<file path="src/rtl/multi_delay_pkg.sv">
// Shared types and constants for the multi-channel delay timer.
// The DELAY_ASSERT_EN macro enables the formal properties in multi_delay and delay_chan.
package multi_delay_pkg;

   localparam int CBITS_DEF = 17;
   localparam int N_DEF     = 100000;

   typedef logic [CBITS_DEF-1:0] cnt_t;

   // Width of a channel index; a single channel still gets a 1-bit select.
   function automatic int ch_idx_w(input int nch);
      return (nch > 1) ? $clog2(nch) : 1;
   endfunction

endpackage

</file>
<file path="src/rtl/multi_delay_chan.sv">
// One delay channel: counter, period register, fire/done logic and sticky status.
// DELAY_ASSERT_EN compiles in the per-channel bound and one-shot properties.
module delay_chan
   import multi_delay_pkg::*;
#(
   parameter int CBITS = CBITS_DEF,
   parameter int N     = N_DEF
) (
   input  logic             clk,
   input  logic             rst,
   input  logic             clr,
   input  logic             en,
   input  logic             oneshot,
   input  logic             load,
   input  logic [CBITS-1:0] load_val,
   input  logic             ack,
   output logic             sig,
   output logic             done,
   output logic             stat
);

   logic [CBITS-1:0] cnt_q, cnt_d;
   logic [CBITS-1:0] per_q, per_d;
   logic             sig_q, sig_d;
   logic             done_q, done_d;
   logic             stat_q, stat_d;
   logic             fire;

   always_comb begin
      cnt_d  = cnt_q;
      sig_d  = 1'b0;
      done_d = done_q;
      fire   = 1'b0;
      if (clr) begin
         cnt_d  = '0;
         done_d = 1'b0;
      end else if (done_q) begin
         cnt_d = '0;
      end else if (en && (cnt_q >= per_q)) begin
         // >= rather than == so a period lowered below cnt fires instead of wrapping
         fire  = 1'b1;
         cnt_d = '0;
         sig_d = 1'b1;
         if (oneshot) done_d = 1'b1;
      end else if (en) begin
         cnt_d = cnt_q + CBITS'(1);
      end
      per_d  = load ? load_val : per_q;
      stat_d = fire ? 1'b1 : (ack ? 1'b0 : stat_q);
   end

   always_ff @(posedge clk or posedge rst) begin
      if (rst) begin
         cnt_q  <= '0;
         per_q  <= CBITS'(N);
         sig_q  <= 1'b0;
         done_q <= 1'b0;
         stat_q <= 1'b0;
      end else begin
         cnt_q  <= cnt_d;
         per_q  <= per_d;
         sig_q  <= sig_d;
         done_q <= done_d;
         stat_q <= stat_d;
      end
   end

   assign sig  = sig_q;
   assign done = done_q;
   assign stat = stat_q;

`ifdef DELAY_ASSERT_EN
   a_cnt_bound: assert property (@(posedge clk) disable iff (rst)
      !$past(load && (load_val < per_q)) |-> (cnt_q <= per_q));

   a_oneshot_once: assert property (@(posedge clk) disable iff (rst)
      (done_q && !clr) |=> !sig_q);
`else
`endif

endmodule

</file>
<file path="src/rtl/multi_delay.sv">
// Multi-channel programmable delay timer: NCH delay_chan instances, load decode and irq.
// DELAY_ASSERT_EN compiles in the liveness and irq properties.
module multi_delay
   import multi_delay_pkg::*;
#(
   parameter int NCH   = 4,
   parameter int CBITS = CBITS_DEF,
   parameter int N     = N_DEF
) (
   input  logic                       clk,
   input  logic                       rst,
   input  logic [NCH-1:0]             clr,
   input  logic [NCH-1:0]             en,
   input  logic [NCH-1:0]             oneshot,
   input  logic                       load,
   input  logic [ch_idx_w(NCH)-1:0]   load_ch,
   input  logic [CBITS-1:0]           load_val,
   input  logic [NCH-1:0]             ack,
   output logic [NCH-1:0]             sig,
   output logic [NCH-1:0]             done,
   output logic [NCH-1:0]             stat,
   output logic                       irq
);

   localparam int IW = ch_idx_w(NCH);

   logic [NCH-1:0] load_sel;
   logic           irq_q, irq_d;

   // Only indices below NCH are ever matched, so out-of-range loads fall away.
   generate
      for (genvar gi = 0; gi < NCH; gi++) begin : g_ch
         assign load_sel[gi] = load && (load_ch == IW'(gi));

         delay_chan #(
            .CBITS (CBITS),
            .N     (N)
         ) u_chan (
            .clk      (clk),
            .rst      (rst),
            .clr      (clr[gi]),
            .en       (en[gi]),
            .oneshot  (oneshot[gi]),
            .load     (load_sel[gi]),
            .load_val (load_val),
            .ack      (ack[gi]),
            .sig      (sig[gi]),
            .done     (done[gi]),
            .stat     (stat[gi])
         );
      end
   endgenerate

   assign irq_d = |stat;

   always_ff @(posedge clk or posedge rst) begin
      if (rst) irq_q <= 1'b0;
      else     irq_q <= irq_d;
   end

   assign irq = irq_q;

`ifdef DELAY_ASSERT_EN
   generate
      for (genvar gi = 0; gi < NCH; gi++) begin : g_live
         a_live: assert property (@(posedge clk) disable iff (rst)
            (en[gi] && !oneshot[gi]) |-> s_eventually (clr[gi] || sig[gi]));
      end
   endgenerate

   a_irq: assert property (@(posedge clk) disable iff (rst)
      !$past(rst) |-> (irq == $past(|stat)));
`else
`endif

endmodule

</file>
<file path="config.mk">
export PLATFORM = sky130hd
export DESIGN_NAME = multi_delay
export DESIGN_NICKNAME = d
export VERILOG_FILES = /design/src/rtl/multi_delay_pkg.sv /design/src/rtl/multi_delay_chan.sv /design/src/rtl/multi_delay.sv
export SDC_FILE = /design/constraint.sdc
export NUM_CORES = 1
export LEC_CHECK = 0
export BUFFER_PORTS_ARGS = -buffer_cell sky130_fd_sc_hd__clkbuf_2
export CELL_PAD_IN_SITES_DETAIL_PLACEMENT = 1
export CELL_PAD_IN_SITES_GLOBAL_PLACEMENT = 1
export CORE_UTILIZATION = 48
export DETAILED_ROUTE_END_ITERATION = 10
export PLACE_DENSITY = 0.87
export SETUP_SLACK_MARGIN = 0.3
export SYNTH_ARGS = -nofsm -noshare
export SYNTH_HDL_FRONTEND = slang
export SYNTH_SLANG_ARGS = --single-unit
export TNS_END_PERCENT = 1
</file>
<file path="constraint.sdc">
create_clock -name clk -period 5.55 [get_ports clk]
set_input_delay 0.555 -clock clk [delete_from_list [all_inputs] [get_ports clk]]
set_output_delay 0.555 -clock clk [all_outputs]
set_load 0.005 [all_outputs]
</file>
==> summary.md, run 1 <==
| Metric | Value |
|---|---|
| Worst clock skew on the final layout | 0.00487 ns |
| Most instantiated library cell after synthesis | dfrtp_1 |
| Register-to-Register Setup Slack | 2.41 ns |
| Worst R2R Path Depth | 7 |
| Top achievable clock speed | 0.318 GHz |
| Synthesized area divided by synthesized cell count | 9.77 um2 |
| Core Box Area | 0.0174 mm2 |
| DRT Pass-1 Iters | 4 |
| Net count after synthesis | 991 |
| Power Density | 301 mW/mm2 |
| Worst-case headroom to the max-slew limit | 0.214 |
| GRT overflow | 0 |
| Area share of and/or/nand/nor cells after synthesis | 0.175 |
| Worst Setup EP | g_ch[0].u_chan.cnt_q[10]$_DFFE_PP0P_ |
| H-tree level count | 4 |
| Maximum resistive drop on vdd | 0.233 mV |
| Share of total power in sequential cells | 0.438 |
| Run status | finished clean |
| Chip Width | 136 um |
| Routed vias/inst | 5.96 |
| Post-Place Setup Slack | 2.52 ns |
| Kind of path behind the tightest hold check | in2reg |
| Count of cells along the worst hold path | 2 |
| Parity-gate share of the synthesized area counting xor and xnor cells | 0.0112 |
| Worst path setup slack after routing | 2.41 ns |
| Static Leakage | 4.31 nW |
| Clock latency at the later pin of the worst-skew pair | 0.43 ns |
| Routed via count | 6903 |
| Warnings, synthesis | 0 |
| Number of primary I/O pins | 51 |
| Number of fill cells in the layout | 1975 |
| Portion of netlist area occupied by mux cells | 0.0796 |
| Most instantiated flip-flop cell in the synthesis netlist | dfrtp_1 |
| Placed wire-length estimate | 16100 um |
| Least-Margin Pin Slew | 1.17 ns |
| Antenna cells | 0 |
| Highest-utilization routing layer at the global route stage | met2 |
| Total count of hold-check failures in the final report | 0 |
| Setup repair after global routing missed its margin | false |
| Sum of negative setup slack | 0 ns |
| Period utilisation layout | 0.566 |
| Number of port buffers | 50 |
| Buffer cell driving the clock tree root | clkbuf_16 |
| Flip-flop and latch count after synthesis | 149 |
| Routed wire length | 23400 um |
| Worst-path clk slew | 0.06 ns |
| Number of global-route vias before repair | 7276 |
| Buffers from clock root to sink, at most | 2 |
| Starting density of the core | 0.494 |
| Number of buffers inserted during clock tree synthesis | 17 |
| Setup fix buffers added after clock tree synthesis | 0 |
| Number of buffers inserted by hold repair at cts | 0 |
| Total GRT Usage | 0.273 |
| Type of destination of the critical path | flop |
| Wire length of the first global-routing pass | 38700 um |
| Number of instances in the synthesized netlist | 881 |
| Net Sw Frac | 0.261 |
| Fraction of met2 tracks used by global routing | 0.473 |
| TritonCTS clock tree | built |
| Top cells by count, synth | dfrtp_1 (125), nand2_1 (96), inv_1 (94) |
| Final critical delay including setup and external delays | 3.14 ns |
| Wire per inst | 20.2 um |
| Complex-gate fraction of the synthesized area | 0.129 |
| Pin count of the biggest net entering global routing | 99 |
| Internal power of the cells | 2.14 mW |
| Worst setup path category | reg2reg |
| Biggest fanout along the worst timing path | 27 |
| Clock share of power | 0.425 |
| Share of total power in combinational logic | 0.137 |
| Kind of start point of the critical path | flop |
| Nets@finish | 1031 |
| Height of the die | 136 um |
| Reg2reg end | g_ch[0].u_chan.cnt_q[10]$_DFFE_PP0P_ |
| Area Overhead vs Synth | 11.8% |
| Layout cells sized above 1 | 0.197 |
| R2R Path Start | g_ch[0].u_chan.per_q[10]$_DFFE_PP1P_ |
| DRC violation count after routing | 0 |
| Worst endpoint required time | 5.86 ns |
| Post-synth design cell area | 0.00861 mm2 |
| Final setup vio count | 0 |
| Area contributors post-synth | dfrtp_1 (36%), ha_1 (10%), dfstp_2 (7.3%) |
| Number of routed nets with antenna violations | 0 |
| Worst setup path startpoint | g_ch[0].u_chan.per_q[10]$_DFFE_PP1P_ |
| Grt met1 use | 0.336 |
| Arrival time of the worst setup path | 3.46 ns |
| Net switching power | 756 uW |
| EDFF count, synth | 0 |
| Synth area leader | dfrtp_1 |
| Clk sink count | 149 |
| Met3 track utilization from global routing | 0.0455 |
| Area of the die | 0.0185 mm2 |
| First-iteration detailed-routing DRC count | 292 |
| Sequential area share after synthesis | 0.437 |
| Initial antenna violation count | 0 |
| Post-cts resize count | 0 |
| Adder-Cell Fraction of Synth Area | 0.105 |
| Top cell type's share of synthesized area | 0.363 |
| Final number of max-transition violations | 0 |
| Number of maximum-capacitance violations | 0 |
| Standard-cell rows | 48 |
| Share of synthesized registers carrying an async set or reset | 1.00 |
| Number of library cell types mapped by synthesis | 64 |
| Combinational family with the most area after synthesis | simple AND/OR/NAND/NOR gates |
| Placer congestion estimate | 0.805 |
==> critical path, stage by stage (launching register included) <==
cell and delay [ns]:
dfstp_2 0.52, inv_1 0.07, ha_1 0.33, a21oi_1 0.16
o21ai_0 0.20, o311ai_4 0.95, nand2_1 0.35, o41ai_1 0.44
==> flip-flops by register name, summed over array words and instances, names as in the netlist <==
name,count
g_ch.u_chan.sig,4
g_ch.u_chan.cnt_q,68
irq,1
g_ch.u_chan.done,4
g_ch.u_chan.stat,4
g_ch.u_chan.per_q,68
==> routing by layer <==
layer / vias up / part of all wire / wire length [um]
met5: - / 0 / 0
met4: 0 / 0.032 / 738
li1: 3221 / - / -
met1: 3511 / 0.44 / 10200
met3: 52 / 0.024 / 555
met2: 119 / 0.51 / 11900
==> cell usage in the layout, fill, tap and decap left out, drive strengths merged, types with 10 or more instances in the layout <==
cell    synthesis  final
ha             72     72
o311ai         14     14
nor3           14     14
o21ai          50     50
inv            94     94
nand4          31     31
nand3          65     65
mux2           52     52
a21oi          25     25
a31oi          17     17
o22ai          10     10
and3           10     10
dfrtp         125    125
nor2           34     34
dfstp          24     24
clkbuf         15     73
nand2          96     96
mux2i          10     10
==> worst min-delay path by stage <==
stage                                              startpoint                             endpoint  slack [ns]
after detailed placement  g_ch[1].u_chan.per_q[3]$_DFFE_PP0P_  g_ch[1].u_chan.per_q[3]$_DFFE_PP0P_        0.50
after global routing                                   ack[0]      g_ch[0].u_chan.stat$_DFFE_PP0P_        0.30
after global placement    g_ch[2].u_chan.per_q[4]$_DFFE_PP0P_  g_ch[2].u_chan.per_q[4]$_DFFE_PP0P_        0.49
final                                                  ack[0]      g_ch[0].u_chan.stat$_DFFE_PP0P_        0.30
after floorplan               g_ch[0].u_chan.stat$_DFFE_PP0P_                        irq$_DFF_PP0_        0.45
after CTS                                              ack[0]      g_ch[0].u_chan.stat$_DFFE_PP0P_        0.30
==> power groups by stage <==
| stage | clock network (mW) | logic [mW] | registers [mW] |
|---|---|---|---|
| finish | 1.23 | 0.398 | 1.27 |
| floorplan | 0 | 0.269 | 1.26 |
| global route | 1.29 | 0.445 | 1.28 |
| detailed placement | 0 | 0.383 | 1.28 |
| CTS | 1.24 | 0.400 | 1.27 |
| global placement | 0 | 0.350 | 1.27 |
==> through the flow <==
step	hold slack (ns)	utilization	cell area, um2	cells	power, mW
2_1_floorplan	0.454	-	8610	881	1.53
3_3_place_gp	0.489	0.517	9000	1127	1.62
3_5_place_dp	0.498	0.517	9000	1127	1.67
4_1_cts	0.297	0.553	9620	1159	2.91
5_1_grt	0.304	0.553	9620	1159	3.01
6_report	0.303	0.553	9620	1159	2.90
==> cell type report <==
cell class                      count  area [um2]  share of cell area
Sequential cell                   149        3760               0.391
Multi-Input combinational cell    602        4300               0.447
Clock inverter                      9         150              0.0156
Timing Repair Buffer               57         303              0.0315
Inverter                           94         358              0.0372
Tap cell                          225         282              0.0293
Clock buffer                       23         468              0.0486
==> cell families (layout without fill, tap and decap cells) <==
group	count (synthesis)	count (layout)
AOI/OAI and AO/OA	157	157
adders and majority gates	72	72
buffers and inverters	130	183
xor gates and xnor gates	11	11
and+or+nand+nor	300	300
DFF	149	149
muxes	62	62
Note: power is estimated with default switching activity, not from simulation.
==> inputs of run 2 (changes only) <==
- CORE_UTILIZATION: 48 -> 44
- PLACE_DENSITY: 0.87 -> 0.84
- clock period: 5.55 -> 2.55 ns (I/O delays scaled with it)
==> run 2 against run 1 <==
Clock skew rose by 0.0028 ns. Design area rose by 9.1%. Setup slack got worse by 2.3 ns. Critical path depth rose by 2. Sequential share of layout area fell by 3.2 points. Maximum frequency rose by 27%. First-iteration DRC count rose by 50%. Clock power rose by 120%. Global-route usage rose by 3.9 points. Via count rose by 10%.
==> summary.md, run 2 (same netlist as run 1, synthesis figures left out) <==
| Metric | Value |
|---|---|
| Run status | finished clean |
| Core Box Area | 0.0190 mm2 (+8.8%) |
| Starting density of the core | 0.454 (-0.0401) |
| Placed wire-length estimate | 16500 um (+2.4%) |
| Final critical delay including setup and external delays | 2.47 ns (-0.673 ns) |
| Number of fill cells in the layout | 2090 (+5.8%) |
| DRC violation count after routing | 0 (unchanged) |
| Arrival time of the worst setup path | 2.81 ns (-0.65 ns) |
| Worst clock skew on the final layout | 0.00772 ns (+0.00285 ns) |
| Period utilisation layout | 0.969 (+0.402) |
| Routed via count | 7608 (+10%) |
| Standard-cell rows | 50 (+4.2%) |
| Sum of negative setup slack | 0 ns (unchanged) |
| Number of routed nets with antenna violations | 0 (unchanged) |
| Height of the die | 142 um (+4.4%) |
| Maximum resistive drop on vdd | 0.553 mV (+140%) |
| GRT overflow | 0 (unchanged) |
| Kind of path behind the tightest hold check | in2reg |
| Worst-case headroom to the max-slew limit | 0.399 (+0.185) |
| Total GRT Usage | 0.312 (+0.0393) |
| Wire per inst | 24.5 um (+21%) |
| Chip Width | 142 um (+4.4%) |
| Biggest fanout along the worst timing path | 4 (-85%) |
| Placer congestion estimate | 0.826 (+2.5%) |
| Kind of start point of the critical path | flop |
| Worst endpoint required time | 2.89 ns (-2.97 ns) |
| Buffer cell driving the clock tree root | clkbuf_16 |
| WHS | 0.0465 ns (-0.257 ns) |
| Total count of hold-check failures in the final report | 0 (unchanged) |
| Number of port buffers | 50 (unchanged) |
| Worst-path clk slew | 0.06 ns (about the same) |
| Number of global-route vias before repair | 8080 (+11%) |
| Number of maximum-capacitance violations | 0 (unchanged) |
| Type of destination of the critical path | flop |
| Register-to-Register Setup Slack | 0.08 ns (-2.33 ns) |
| Pin count of the biggest net entering global routing | 106 (+7.1%) |
| First-iteration detailed-routing DRC count | 439 (+50%) |
| Buffers from clock root to sink, at most | 2 (unchanged) |
| Area of the die | 0.0201 mm2 (+9.0%) |
| Worst setup path category | reg2reg |
| Initial antenna violation count | 2 (+2) |
| Setup repair after global routing missed its margin | true |
| Nets@finish | 1083 (+5.0%) |
| R2R Path Start | g_ch[3].u_chan.per_q[5]$_DFFE_PP1P_ |
| Worst setup path startpoint | g_ch[3].u_chan.per_q[5]$_DFFE_PP1P_ |
| Routed vias/inst | 6.11 (+2.5%) |
| Most frequent cells in the layout | dfrtp_1 (123), nand2_1 (93), inv_1 (87) |
| Clk sink count | 149 (unchanged) |
| Routed wire length | 30500 um (+30%) |
| Reg2reg end | g_ch[3].u_chan.cnt_q[4]$_DFFE_PP0P_ |
| H-tree level count | 4 (unchanged) |
| DRT Pass-1 Iters | 5 (+1) |
| Area Overhead vs Synth | 22.0% |
| Least-Margin Pin Slew | 0.899 ns (-0.274 ns) |
| Wire length of the first global-routing pass | 46900 um (+21%) |
| Worst Setup EP | g_ch[3].u_chan.cnt_q[4]$_DFFE_PP0P_ |
| Layout cells sized above 1 | 0.284 (+0.0873) |
| Area of the multi-input gates | 0.00468 mm2 (+8.7%) |
| Layout Utilization | 0.554 (+0.00141) |
| Biggest regs | g_ch.u_chan.cnt_q (68), g_ch.u_chan.per_q (68) |
| Commonest non-fill, non-tap cell in the layout | dfrtp_1 |
| Clock latency at the later pin of the worst-skew pair | 0.44 ns (about the same) |
| Power Density | 632 mW/mm2 (+110%) |
| Worst R2R Path Depth | 9 (+2) |
| Final number of max-transition violations | 0 (unchanged) |
| Number of primary I/O pins | 51 (unchanged) |
| TritonCTS clock tree | built |
| Final setup vio count | 0 (unchanged) |
| Top achievable clock speed | 0.405 GHz (+27%) |
| Sequential cell area in the final layout | 0.00376 mm2 (about the same) |
| Number of buffers inserted during clock tree synthesis | 17 (unchanged) |
| Static Leakage | 4.62 nW (+7.0%) |
run 2: cell types whose count changed in the layout (fill, tap and decap cells not counted), moves of 4 or more:
cell	before	now
ha_4	0	9
inv_2	0	6
dlygate4sd3_1	0	6
a21oi_1	24	20
ha_1	72	63
a211oi_1	7	3
o21ai_0	48	44
inv_1	93	87
buf_4	7	40
buf_6	0	11
run 2: how the worst min path moves through the flow:
stage | from | slack, ns | end | depth (start not counted)
detailed placement | clr[3] | 0.45 | g_ch[3].u_chan.done$_DFF_PP0_ | 2
finish | clr[2] | 0.05 | g_ch[2].u_chan.done$_DFF_PP0_ | 2
floorplan | clr[3] | 0.32 | g_ch[3].u_chan.done$_DFF_PP0_ | 1
CTS | clr[2] | 0.04 | g_ch[2].u_chan.done$_DFF_PP0_ | 2
global route | clr[1] | 0.06 | g_ch[1].u_chan.done$_DFF_PP0_ | 2
global placement | clr[3] | 0.44 | g_ch[3].u_chan.done$_DFF_PP0_ | 2
run 2: final cells by class:
class / count / area share
tap: 260 / 0.0310
timing repair buffer: 108 / 0.0719
clock inverter: 8 / 0.0116
antenna: 1 / 0.000238
sequential: 149 / 0.358
inverter: 94 / 0.0340
clock buffer: 23 / 0.0474
multi-input combinational: 603 / 0.446
run 2: layer usage:
layer,track usage,wire (um)
met1,0.350,11500
met2,0.546,15200
met3,0.0489,1510
met4,0.213,2270
met5,0,9
run 2: metrics by stage:
step                cell area, um2  power [mW]  setup slack, ns  std cells
finish                       10500        6.63           0.0800       1246
global route                 10500        6.83           0.0333       1245
CTS                          10300        6.48            0.256       1238
detailed placement            9250        3.65           0.0191       1188
global placement              9250        3.55            0.169       1188
floorplan                     8610        3.33            0.371        881
run 2: what timing repair did:
item,4_1_cts,5_1_grt
buffers inserted,10,7
hold buffers,6,0
endpoints found under the setup margin,60,80
gates cloned,3,0
resized for setup,52,33
pin swaps,20,21
endpoints found under the hold margin,6,0
run 2: power by group:
| part | internal [mW] | switching (mW) |
|---|---|---|
| Sequential | 2.63 | 0.150 |
| Clock | 1.66 | 1.07 |
| Combinational | 0.455 | 0.667 |
| Total | 4.74 | 1.89 |
run 2: worst max-delay path, cell delays in order (launching register included):
cell and delay (ns):
dfstp_2 0.54, inv_1 0.08, ha_4 0.25, a41oi_2 0.34, nor3_2 0.11, nor3_4 0.25, o221ai_4 0.20, buf_6 0.17
or3_1 0.33, o21ai_0 0.09
==> inputs of run 3 (changes only) <==
- CELL_PAD_IN_SITES_DETAIL_PLACEMENT: 1 -> 0
==> run 3 against run 2 <==
The flow now finishes with violations (hold timing). Largest power group is now clock. Power down 4.4%. First-iteration DRC count fell by 29%. Highest routed layer is now met4. Setup slack improved by 0.19 ns. Clock power barely moved. Clock skew rose by 0.00074 ns.
==> summary.md, run 3 (same netlist as run 1, synthesis figures left out) <==
| Metric | Value |
|---|---|
| Worst setup path category | reg2reg |
| Area Overhead vs Synth | 18.5% |
| Sum of negative setup slack | 0 ns (unchanged) |
| Final number of max-transition violations | 0 (unchanged) |
| Standard-cell rows | 50 (unchanged) |
| Buffers from clock root to sink, at most | 2 (unchanged) |
| Post-Place Setup Slack | 0.0940 ns (+0.0750 ns) |
| Total count of hold-check failures in the final report | 16 (+16) |
| DRT Pass-1 Iters | 6 (+1) |
| TritonCTS clock tree | built |
| Clk sink count | 149 (unchanged) |
| Violations in the final reports | hold timing |
| Type of destination of the critical path | flop |
| Layout Utilization | 0.538 (-0.0159) |
| Area of the die | 0.0201 mm2 (unchanged) |
| First-iteration detailed-routing DRC count | 313 (-29%) |
| Run status | finished with violations |
| Wire per inst | 15.9 um (-35%) |
| Kind of path behind the tightest hold check | in2async |
| WHS | -0.0529 ns (-0.0994 ns) |
| DRC violation count after routing | 0 (unchanged) |
| Biggest regs | g_ch.u_chan.cnt_q (68), g_ch.u_chan.per_q (68) |
| Wire length of the first global-routing pass | 32500 um (-31%) |
| Final critical delay including setup and external delays | 2.28 ns (-0.190 ns) |
| Register-to-Register Setup Slack | 0.27 ns (+0.19 ns) |
| Placer congestion estimate | 0.826 (unchanged) |
| Arrival time of the worst setup path | 2.61 ns (-0.20 ns) |
| Crit path cell chain | inv_1, ha_1, nand4_1, or3_4, nor2_2, a21oi_4, buf_4, a32o_1 |
| Kind of start point of the critical path | flop |
| Sequential cell area in the final layout | 0.00376 mm2 (about the same) |
| Least-Margin Pin Slew | 0.806 ns (-0.0930 ns) |
| Clock latency at the later pin of the worst-skew pair | 0.44 ns (about the same) |
| Setup repair after global routing missed its margin | true |
| Area of the multi-input gates | 0.00449 mm2 (-4.0%) |
| Most frequent cells in the layout | dfrtp_1 (124), nand2_1 (93), inv_1 (93) |
| Worst clock skew on the final layout | 0.00846 ns (+0.000744 ns) |
| Total GRT Usage | 0.208 (-0.104) |
| Worst setup path startpoint | g_ch[1].u_chan.per_q[16]$_DFFE_PP1P_ |
| Worst-path clk slew | 0.06 ns (about the same) |
| Period utilisation layout | 0.894 (-0.0745) |
| GRT overflow | 0 (unchanged) |
| Nets@finish | 1070 (-1.2%) |
| Initial antenna violation count | 2 (unchanged) |
| Reg2reg end | g_ch[1].u_chan.cnt_q[1]$_DFFE_PP0P_ |
| Maximum resistive drop on vdd | 0.577 mV (+4.4%) |
| Height of the die | 142 um (unchanged) |
| Chip Width | 142 um (unchanged) |
| H-tree level count | 4 (unchanged) |
| Placed wire-length estimate | 13600 um (-17%) |
| Number of maximum-capacitance violations | 0 (unchanged) |
| Number of fill cells in the layout | 1687 (-19%) |
| Static Leakage | 4.54 nW (-1.7%) |
| Biggest cell delay along the critical path | 0.53 ns (about the same) |
| Starting density of the core | 0.454 (unchanged) |
| Worst endpoint required time | 2.88 ns (about the same) |
| Power Density | 622 mW/mm2 (-1.5%) |
| Commonest non-fill, non-tap cell in the layout | dfrtp_1 |
| Routed via count | 6665 (-12%) |
| R2R Path Start | g_ch[1].u_chan.per_q[16]$_DFFE_PP1P_ |
| Number of global-route vias before repair | 6381 (-21%) |
| Pin count of the biggest net entering global routing | 106 (unchanged) |
| Worst-path cell with the longest stage delay | dfstp_2 |
| Number of routed nets with antenna violations | 0 (unchanged) |
| Final setup vio count | 0 (unchanged) |
| Number of primary I/O pins | 51 (unchanged) |
| Layout cells sized above 1 | 0.247 (-0.0376) |
| Worst Setup EP | g_ch[1].u_chan.cnt_q[1]$_DFFE_PP0P_ |
| Number of buffers inserted during clock tree synthesis | 17 (unchanged) |
| Core Box Area | 0.0190 mm2 (unchanged) |
| Buffer cell driving the clock tree root | clkbuf_16 |
| Worst-case headroom to the max-slew limit | 0.461 (+0.0622) |
| Worst path setup slack after routing | 0.270 ns (+0.190 ns) |
| Routed wire length | 19700 um (-35%) |
| Routed vias/inst | 5.40 (-12%) |
| Biggest fanout along the worst timing path | 10 (+6) |
| Top achievable clock speed | 0.439 GHz (+8.3%) |
| Worst R2R Path Depth | 8 (-1) |
| Number of port buffers | 50 (unchanged) |
-- run 3: changes by cell type in the layout (fill, tap and decap cells not counted), sizes merged, moves of 2 or more --
| cell | previous run | this run |
|---|---|---|
| clkbuf | 73 | 71 |
| dlygate4sd3 | 6 | 4 |
| clkinvlp | 2 | 5 |
| clkinv | 4 | 2 |
| buf | 52 | 40 |
-- run 3: through the flow --
| step | instance area [um2] | instances | total power, mW | hold WS, ns |
|---|---|---|---|---|
| 2_1_floorplan | 8610 | 881 | 3.33 | 0.318 |
| 3_3_place_gp | 9250 | 1188 | 3.55 | 0.438 |
| 3_5_place_dp | 9250 | 1188 | 3.58 | 0.444 |
| 4_1_cts | 10100 | 1232 | 6.38 | 0.00207 |
| 5_1_grt | 10200 | 1233 | 6.62 | 0.0218 |
| 6_report | 10200 | 1235 | 6.34 | -0.0529 |
-- run 3: where the power goes --
group          switching, mW  internal (mW)
logic                  0.480          0.384
registers              0.104           2.62
clock network           1.03           1.72
-- run 3: critical path, delay by kind of cell, from the launching register on --
kind	cells	cell delay (ns)
and+or+nand+nor	3	0.73
adders and majority gates	1	0.31
AOI/OAI and AO/OA	2	0.35
buffers and inverters	2	0.24
DFF	1	0.53
-- run 3: cell type report --
cell class                      instances  area share
Antenna cell                            2    0.000491
Clock buffer                           21      0.0461
Clock inverter                         11      0.0169
Inverter                               94      0.0350
Multi-Input combinational cell        604       0.441
Sequential cell                       149       0.369
Tap cell                              260      0.0319
Timing Repair Buffer                   94      0.0602
-- run 3: metal layers --
metal  global-route usage  wire length, um  up-vias
li1                     -                -     3325
met5                    0                0        -
met2                0.338             9390       73
met4               0.0634              310        0
met1                0.281             9420     3243
met3               0.0385              577       24
-- run 3: worst min-delay path by stage --
stage                                                endpoint    from
after global routing      g_ch[0].u_chan.cnt_q[2]$_DFFE_PP0P_     rst
after floorplan                 g_ch[3].u_chan.done$_DFF_PP0_  clr[3]
after global placement          g_ch[3].u_chan.done$_DFF_PP0_  clr[3]
after detailed placement      g_ch[2].u_chan.stat$_DFFE_PP0P_  ack[2]
final                     g_ch[0].u_chan.cnt_q[2]$_DFFE_PP0P_     rst
after CTS                 g_ch[0].u_chan.cnt_q[2]$_DFFE_PP0P_     rst
-- run 3: what timing repair did --
item                       in CTS  in global routing
gates cloned                    2                  1
buffers inserted                6                  0
hold buffers                    4                  0
pin swaps                       7                  8
setup endpoints to repair      48                 73
resized for setup              17                 22
hold endpoints to repair        4                  0
